**src/rtl/alu_result_display.sv**
```systemverilog
// Output stage for the 3-bit sign-magnitude add/sub unit: captures a result over valid/ready,
// presents it as sign-magnitude and two's complement, and scans it onto a 2-digit 7-seg display.
module alu_result_display #(
  parameter int REFRESH_DIV = 50000,
  parameter int HOLD_CYCLES = 16
) (
  input  logic       clk,
  input  logic       rst_n,
  input  logic [3:0] r_in,
  input  logic       r_valid,
  output logic       r_ready,
  output logic [3:0] sm_out,
  output logic [3:0] twos_out,
  output logic       neg_out,
  output logic       shown,
  output logic [6:0] seg,
  output logic [1:0] an
);

  localparam int HW = $clog2(HOLD_CYCLES + 1);
  localparam int RW = $clog2(REFRESH_DIV);

  logic [3:0]    held_q, held_d;
  logic          shown_q, shown_d;
  logic [HW-1:0] hold_q, hold_d;
  logic [RW-1:0] refresh_q, refresh_d;
  logic          sel_q, sel_d;
  logic          capture;

  assign r_ready = (hold_q == '0);
  assign capture = r_valid && r_ready;

  always_comb begin
    held_d    = held_q;
    shown_d   = shown_q;
    hold_d    = hold_q;
    refresh_d = refresh_q;
    sel_d     = sel_q;
    if (capture) begin
      // Negative zero is folded to +0 so every consumer sees one encoding of zero.
      held_d  = (r_in == 4'b1000) ? 4'b0000 : r_in;
      shown_d = 1'b1;
      hold_d  = HW'(HOLD_CYCLES);
    end else if (hold_q != '0) begin
      hold_d = hold_q - HW'(1);
    end
    if (refresh_q == RW'(REFRESH_DIV - 1)) begin
      refresh_d = '0;
      sel_d     = ~sel_q;
    end else begin
      refresh_d = refresh_q + RW'(1);
    end
  end

  always_ff @(posedge clk or negedge rst_n) begin
    if (!rst_n) begin
      held_q    <= 4'b0000;
      shown_q   <= 1'b0;
      hold_q    <= '0;
      refresh_q <= '0;
      sel_q     <= 1'b0;
    end else begin
      held_q    <= held_d;
      shown_q   <= shown_d;
      hold_q    <= hold_d;
      refresh_q <= refresh_d;
      sel_q     <= sel_d;
    end
  end

  assign sm_out   = held_q;
  assign neg_out  = held_q[3];
  assign shown    = shown_q;
  assign twos_out = held_q[3] ? (~{1'b0, held_q[2:0]} + 4'd1) : {1'b0, held_q[2:0]};
  assign an       = sel_q ? 2'b01 : 2'b10;

  always_comb begin
    seg = 7'b1111111;
    if (shown_q) begin
      if (sel_q) begin
        seg = held_q[3] ? 7'b0111111 : 7'b1111111;
      end else begin
        case (held_q[2:0])
          3'd0:    seg = 7'b1000000;
          3'd1:    seg = 7'b1111001;
          3'd2:    seg = 7'b0100100;
          3'd3:    seg = 7'b0110000;
          3'd4:    seg = 7'b0011001;
          3'd5:    seg = 7'b0010010;
          3'd6:    seg = 7'b0000010;
          default: seg = 7'b1111000;
        endcase
      end
    end
  end

endmodule

```
**config.mk**
```make
export PLATFORM = sky130hd
export DESIGN_NAME = alu_result_display
export DESIGN_NICKNAME = d
export VERILOG_FILES = /design/src/rtl/alu_result_display.sv
export SDC_FILE = /design/constraint.sdc
export NUM_CORES = 1
export LEC_CHECK = 0
export CAP_MARGIN = 40
export CORE_MARGIN = 3
export CORE_UTILIZATION = 55
export CTS_CLUSTER_SIZE = 10
export DETAILED_ROUTE_END_ITERATION = 10
export DONT_BUFFER_PORTS = 1
export PLACE_DENSITY = 0.82
export SLEW_MARGIN = 25
export SYNTH_ARGS = -nofsm -noshare
export SYNTH_HDL_FRONTEND = slang
export SYNTH_SLANG_ARGS = --single-unit
```
**constraint.sdc**
```tcl
create_clock -name clk -period 2.4 [get_ports clk]
set_input_delay 0.48 -clock clk [delete_from_list [all_inputs] [get_ports clk]]
set_output_delay 0.48 -clock clk [all_outputs]
set_load 0.05 [all_outputs]
```
==> results.md, run 1 <==
* Fraction of the yosys area taken by sequential cells at 46.0%
* Critical-path maximum fanout at 3
* Worst hold path type: input port to register
* Met1 Use GR at 24.0%
* Residual DRC count at 0
* Total Wirelength at 3530 um
* Core Area at 0.00250 mm^2
* Final Critical Period at 2.38 ns
* M2 GR Usage at 39.0%
* Top FF cell, synth: dfrtp_1
* Root buffer selected by CTS: clkbuf_4
* Vias in the first global route at 1210
* Die Wd at 57.7 um
* RSZ-0062 raised after global routing: yes
* CP required at 1.92 ns
* Setup slack, reg-to-reg at 0.53 ns
* Inst Count DP at 186
* GR peak layer: met2
* Die height at 57.7 um
* Total gr overflow at 0
* Clock sinks at 27
* Reg2Reg Capture Point: sm_out[2]
* Initial Util at 58.8%
* Critical path endpoint category: output pin
* Skew final at 0.00266 ns
* Pre-antenna DRT Iters at 4
* Worst-path clk slew at 0.14 ns
* Max Root-Sink Buffers at 2
* R2R Path Start: hold_q[0]
* Crit path launch type: register
* Layout cells sized above 1 at 29.8%
* CP startpoint: sm_out[0]
* Largest net degree at the start of global routing at 28
* Cells after Synth at 142
* Setup violators final at 0
* Die area at 0.00333 mm^2
* Worst setup path end: seg[6]
* GP Congestion at 0.918
* Syn Area/Cell at 10.4 um^2
* EDFF count, synth at 0
* Final net count at 183
* Non-filler cells, final at 198
* Cell variety after synth at 36
* Depth of the most critical reg-to-reg path at 6
* Routed wire length per instance at 17.8 um
* Vias per cell at 6.13
* Slew headroom at 76.9%
* Final Core Density at 76.1%
* Synthesis-stage register bit count at 27
* Fin crit share at 99.0%
* FFs w/ async S/R, synth at 100%
* Max Cap Violations at 0
* Initial antenna violation count at 0
* Highest clock rate at 421 MHz
* First DRT Iteration DRCs at 33
* GRT Total Usage at 21.7%
* Post-synthesis cell area at 0.00147 mm^2
* Syn Nets at 156
* H-tree depth at 1
* Fin area at 0.00190 mm^2
* Pins Over Slew Limit at 0
* Total number of vias at 1213
* Setup CP Type: register to output pin
* Crit path DAT at 1.90 ns
* Synth warn at 0
* Final hold vios at 0
* First-pass GRT wire length at 5460 um
* ANT nets after route at 0
* I/O Buffers at 0
* Inserted Diodes at 0
* Area post-placement at 0.00170 mm^2
* Boundary pin count at 27
* Synthesis-to-layout area growth at 29.4%
* TritonCTS buffer count at 3
* Worst Tran Pin Value at 0.347 ns
* Worst hold slack at 0.254 ns
* Outcome: finished clean
* Clock Latency Late Sink at 0.34 ns
* Core Rows at 18
* GR Util met3 at 3.79%
* Post-detail-place hpwl at 2220 um
* CTS tree: yes
sequential cells by signal (all words and copies together) (netlist names):
signal / cells
hold_q: 5
sel_q: 1
refresh_q: 16
sm_out: 4
shown: 1
cell usage after synthesis (4+ instances only):
cell / n / share of area [%]
dfrtp_1: 27 / 46
nand2_1: 14 / 3.6
nor2_1: 13 / 3.3
inv_1: 8 / 2.0
o21ai_0: 8 / 2.7
ha_1: 7 / 6.0
xnor2_1: 7 / 4.2
xor2_1: 6 / 3.6
nand3_1: 5 / 1.7
nand4_1: 4 / 1.7
repair_timing:
| item | CTS | global route |
|---|---|---|
| hold buffers | 2 | 0 |
| pin swaps | 2 | 4 |
| hold endpoints to repair | 27 | 0 |
| endpoints found under the setup margin | 3 | 4 |
| resized for setup | 9 | 12 |
| buffers inserted | 5 | 1 |
worst min path at each step:
| stage | from | endpoint | slack [ns] | cells after the start |
|---|---|---|---|---|
| final | r_in[3] | sm_out[3] | 0.25 | 2 |
| after detailed placement | rst_n | refresh_q[15] | 0.19 | 0 |
| after floorplan | rst_n | hold_q[0] | 0.18 | 0 |
| after global routing | r_in[3] | sm_out[3] | 0.24 | 2 |
| after CTS | r_in[3] | sm_out[3] | 0.25 | 2 |
| after global placement | rst_n | refresh_q[15] | 0.19 | 0 |
layout by cell type, fill, tap and decap left out, types with 4 or more instances in the layout:
cell / n
buf_12: 7
buf_4: 17
dfrtp_1: 24
ha_4: 5
inv_1: 6
nand2_1: 13
nand3_1: 5
nand4_1: 4
nor2_1: 13
o21ai_0: 6
o21ai_1: 4
xnor2_1: 7
xor2_1: 6
layout make-up:
class / count / area [um^2]
Fill cell: 160 / 598
Tap cell: 30 / 37.5
Multi-Input combinational cell: 103 / 831
Clock inverter: 1 / 7.51
Clock buffer: 3 / 22.5
Timing Repair Buffer: 26 / 289
Sequential cell: 27 / 679
Inverter: 8 / 35.0
worst max-delay path, stage by stage, from the launching register on:
cell and delay, ns:
dfrtp_2 0.47, buf_6 0.14, ha_4 0.17, nor3_4 0.23, a21oi_2 0.11, a22o_1 0.22
nand2_2 0.09, buf_12 0.13
through the flow:
stage	worst slack, ns	setup TNS [ns]
after floorplan	0.00103	0
after global placement	0.325	0
after detailed placement	0.227	0
after CTS	0.00589	0
after global routing	-0.0724	-0.0808
final	0.0229	0
routing by layer:
layer | vias to the layer above | share of wire, %
li1 | 546 | -
met1 | 612 | 38
met5 | - | 0
met4 | 0 | 3.5
met2 | 42 | 55
met3 | 13 | 4.2
cells by family (layout without fill, tap and decap cells):
group / Yosys count / count (layout) / share of synthesized area (%)
AOI/OAI and AO/OA: 20 / 20 / 8.60
buffers and inverters: 12 / 38 / 3.83
muxes: 6 / 6 / 4.34
xor gates and xnor gates: 13 / 13 / 7.74
DFF: 27 / 27 / 46.0
and+or+nand+nor: 57 / 57 / 23.6
adders and majority gates: 7 / 7 / 5.96
Power of run 1 is left out: the tool's default activity adds up to more than one toggle a clock period on the data nets, which glitch-free logic cannot reach.
==> run 2, diff against run 1 <==
Settings changed: CAP_MARGIN 40 to 20.
==> results of run 2 <==
Final layout, timing and power as in run 1 (identical DEF).
Power of run 2 is left out for the same reason.
==> run 3, diff against run 2 <==
Settings changed: CELL_PAD_IN_SITES_DETAIL_PLACEMENT from default to 0, CELL_PAD_IN_SITES_GLOBAL_PLACEMENT from default to 1, CORE_UTILIZATION 55 to 48, PLACE_DENSITY 0.82 to 0.9.
==> run 3 against run 2 <==
Critical path depth is the same. Highest routed layer unchanged. Die area grew 13%. Count of clock-buffer cells in the layout grew 1. Via count shrank 5.7%. Fmax is essentially flat. Worst setup slack lost 0.0015 ns. Critical path type unchanged.
==> results.md, run 3 (same netlist as run 1, synthesis figures left out) <==
* Outcome: finished clean
* Most common cell after layout, fill and taps aside: dfrtp_1
* First DRT Iteration DRCs at 103
* Worst hold path type: input port to register
* Die Wd at 61.3 um
* ANT nets after route at 0
* Total number of vias at 1144
* Routed wire length per instance at 16.2 um
* Setup slack, reg-to-reg at 0.64 ns
* Slew headroom at 78.8%
* Pins Over Slew Limit at 0
* Core Rows at 19
* Fin crit share at 99.1%
* Setup CP Type: register to output pin
* First-pass GRT wire length at 5150 um
* Vias in the first global route at 1162
* Initial Util at 52.0%
* Die height at 61.3 um
* Crit-path slowest cell: dfrtp_2
* RSZ-0062 raised after global routing: yes
* Boundary pin count at 27
* FILL cells at 213
* Die area at 0.00376 mm^2
* Max Root-Sink Buffers at 2
* Critical-path maximum fanout at 5
* Max Cap Violations at 0
* Max reg flops at 16
* H-tree depth at 1
* Post-detail-place hpwl at 2220 um
* Fin area at 0.00185 mm^2
* CP required at 1.92 ns
* Clock Latency Late Sink at 0.31 ns
* Crit path DAT at 1.90 ns
* Crit path launch type: register
* I/O Buffers at 0
* Top reg by flops: refresh_q
* Setup WS post-layout at 0.0213 ns
* Residual DRC count at 0
* Largest net degree at the start of global routing at 28
* Root buffer selected by CTS: clkbuf_4
* Worst Tran Pin Value at 0.315 ns
* Final net count at 179
* Most frequent CP cell: buf_12
* Area post-placement at 0.00168 mm^2
* Clock sinks at 27
* Largest stage delay on the critical path at 0.47 ns
* Total Wirelength at 3160 um
* Initial antenna violation count at 0
* Setup violators final at 0
* TritonCTS buffer count at 3
* Core Area at 0.00283 mm^2
* GP Congestion at 0.815
* Pre-antenna DRT Iters at 4
* Area of the multi-input gates at 822 um^2
* Synthesis-to-layout area growth at 26.1%
* Total gr overflow at 0
* Inserted Diodes at 0
* Commonest non-fill, non-tap cells in the layout: 24 x dfrtp_1, 14 x buf_4, 13 x nor2_1, 13 x nand2_1
* Final hold vios at 0
* Final Critical Period at 2.38 ns
* CTS tree: yes
* Skew final at 0.00154 ns
* Worst-path clk slew at 0.14 ns
* Critical path endpoint category: output pin
* GRT Total Usage at 18.6%
* Setup TNS at 0 ns
* Vias per cell at 5.87
* Highest clock rate at 420 MHz
* Worst-path cell chain: buf_12 > ha_4 > nor3_4 > a21oi_2 > a22o_1 > nand2_2 > buf_12
* Pre-CTS setup slack at 0.256 ns
* Layout cells sized above 1 at 27.4%
* Seq. cell area at 679 um^2
run 3: area by class of cell:
| class | instances | area share, % |
|---|---|---|
| well taps | 31 | 2.09 |
| inverters | 8 | 1.75 |
| flip-flops and latches | 27 | 36.6 |
| clock buffers | 4 | 1.42 |
| multi-input cells | 103 | 44.3 |
| repair buffers | 22 | 13.8 |
run 3: through the flow:
stage | instances | hold slack [ns] | util (%)
4_1_cts | 194 | 0.278 | 62.4
2_1_floorplan | 142 | 0.184 | -
5_1_grt | 195 | 0.259 | 65.5
3_3_place_gp | 187 | 0.185 | 59.5
6_report | 195 | 0.287 | 65.5
3_5_place_dp | 187 | 0.185 | 59.5
run 3: path summary, 6_finish.rpt:
path                               startpoint            end  depth (start not counted)
worst max register to register      hold_q[0]      sm_out[1]                          6
max in group asynchronous               rst_n      sm_out[1]                          2
worst min register to register  refresh_q[15]  refresh_q[15]                          1
min in group asynchronous               rst_n          shown                          2
worst max-delay path                sm_out[1]         seg[6]                          7
worst min-delay path                  r_in[2]      sm_out[2]                          1
run 3: layer usage:
metal	up-vias	share of wire, %	track usage (%)
li1	539	-	-
met1	558	42	22.4
met2	39	50	32.0
met3	8	6.0	3.14
met4	0	2.1	9.39
met5	-	0	0
run 3: worst max-delay path, delay by kind of cell (launching register included):
| family | cells | cell delay (ns) |
|---|---|---|
| buffers and inverters | 2 | 0.30 |
| AOI/OAI and AO/OA | 2 | 0.32 |
| adders and majority gates | 1 | 0.18 |
| DFF | 1 | 0.47 |
| and+or+nand+nor | 2 | 0.31 |
run 3: what timing repair did:
action                                 CTS  global route
pin swaps                                1             3
gates resized for setup                  5            16
buffers inserted                         1             1
hold buffers                             2             0
setup endpoints to repair                1             3
cloned                                   0             0
endpoints found under the hold margin   27             0
Power of run 3 is left out for the same reason.
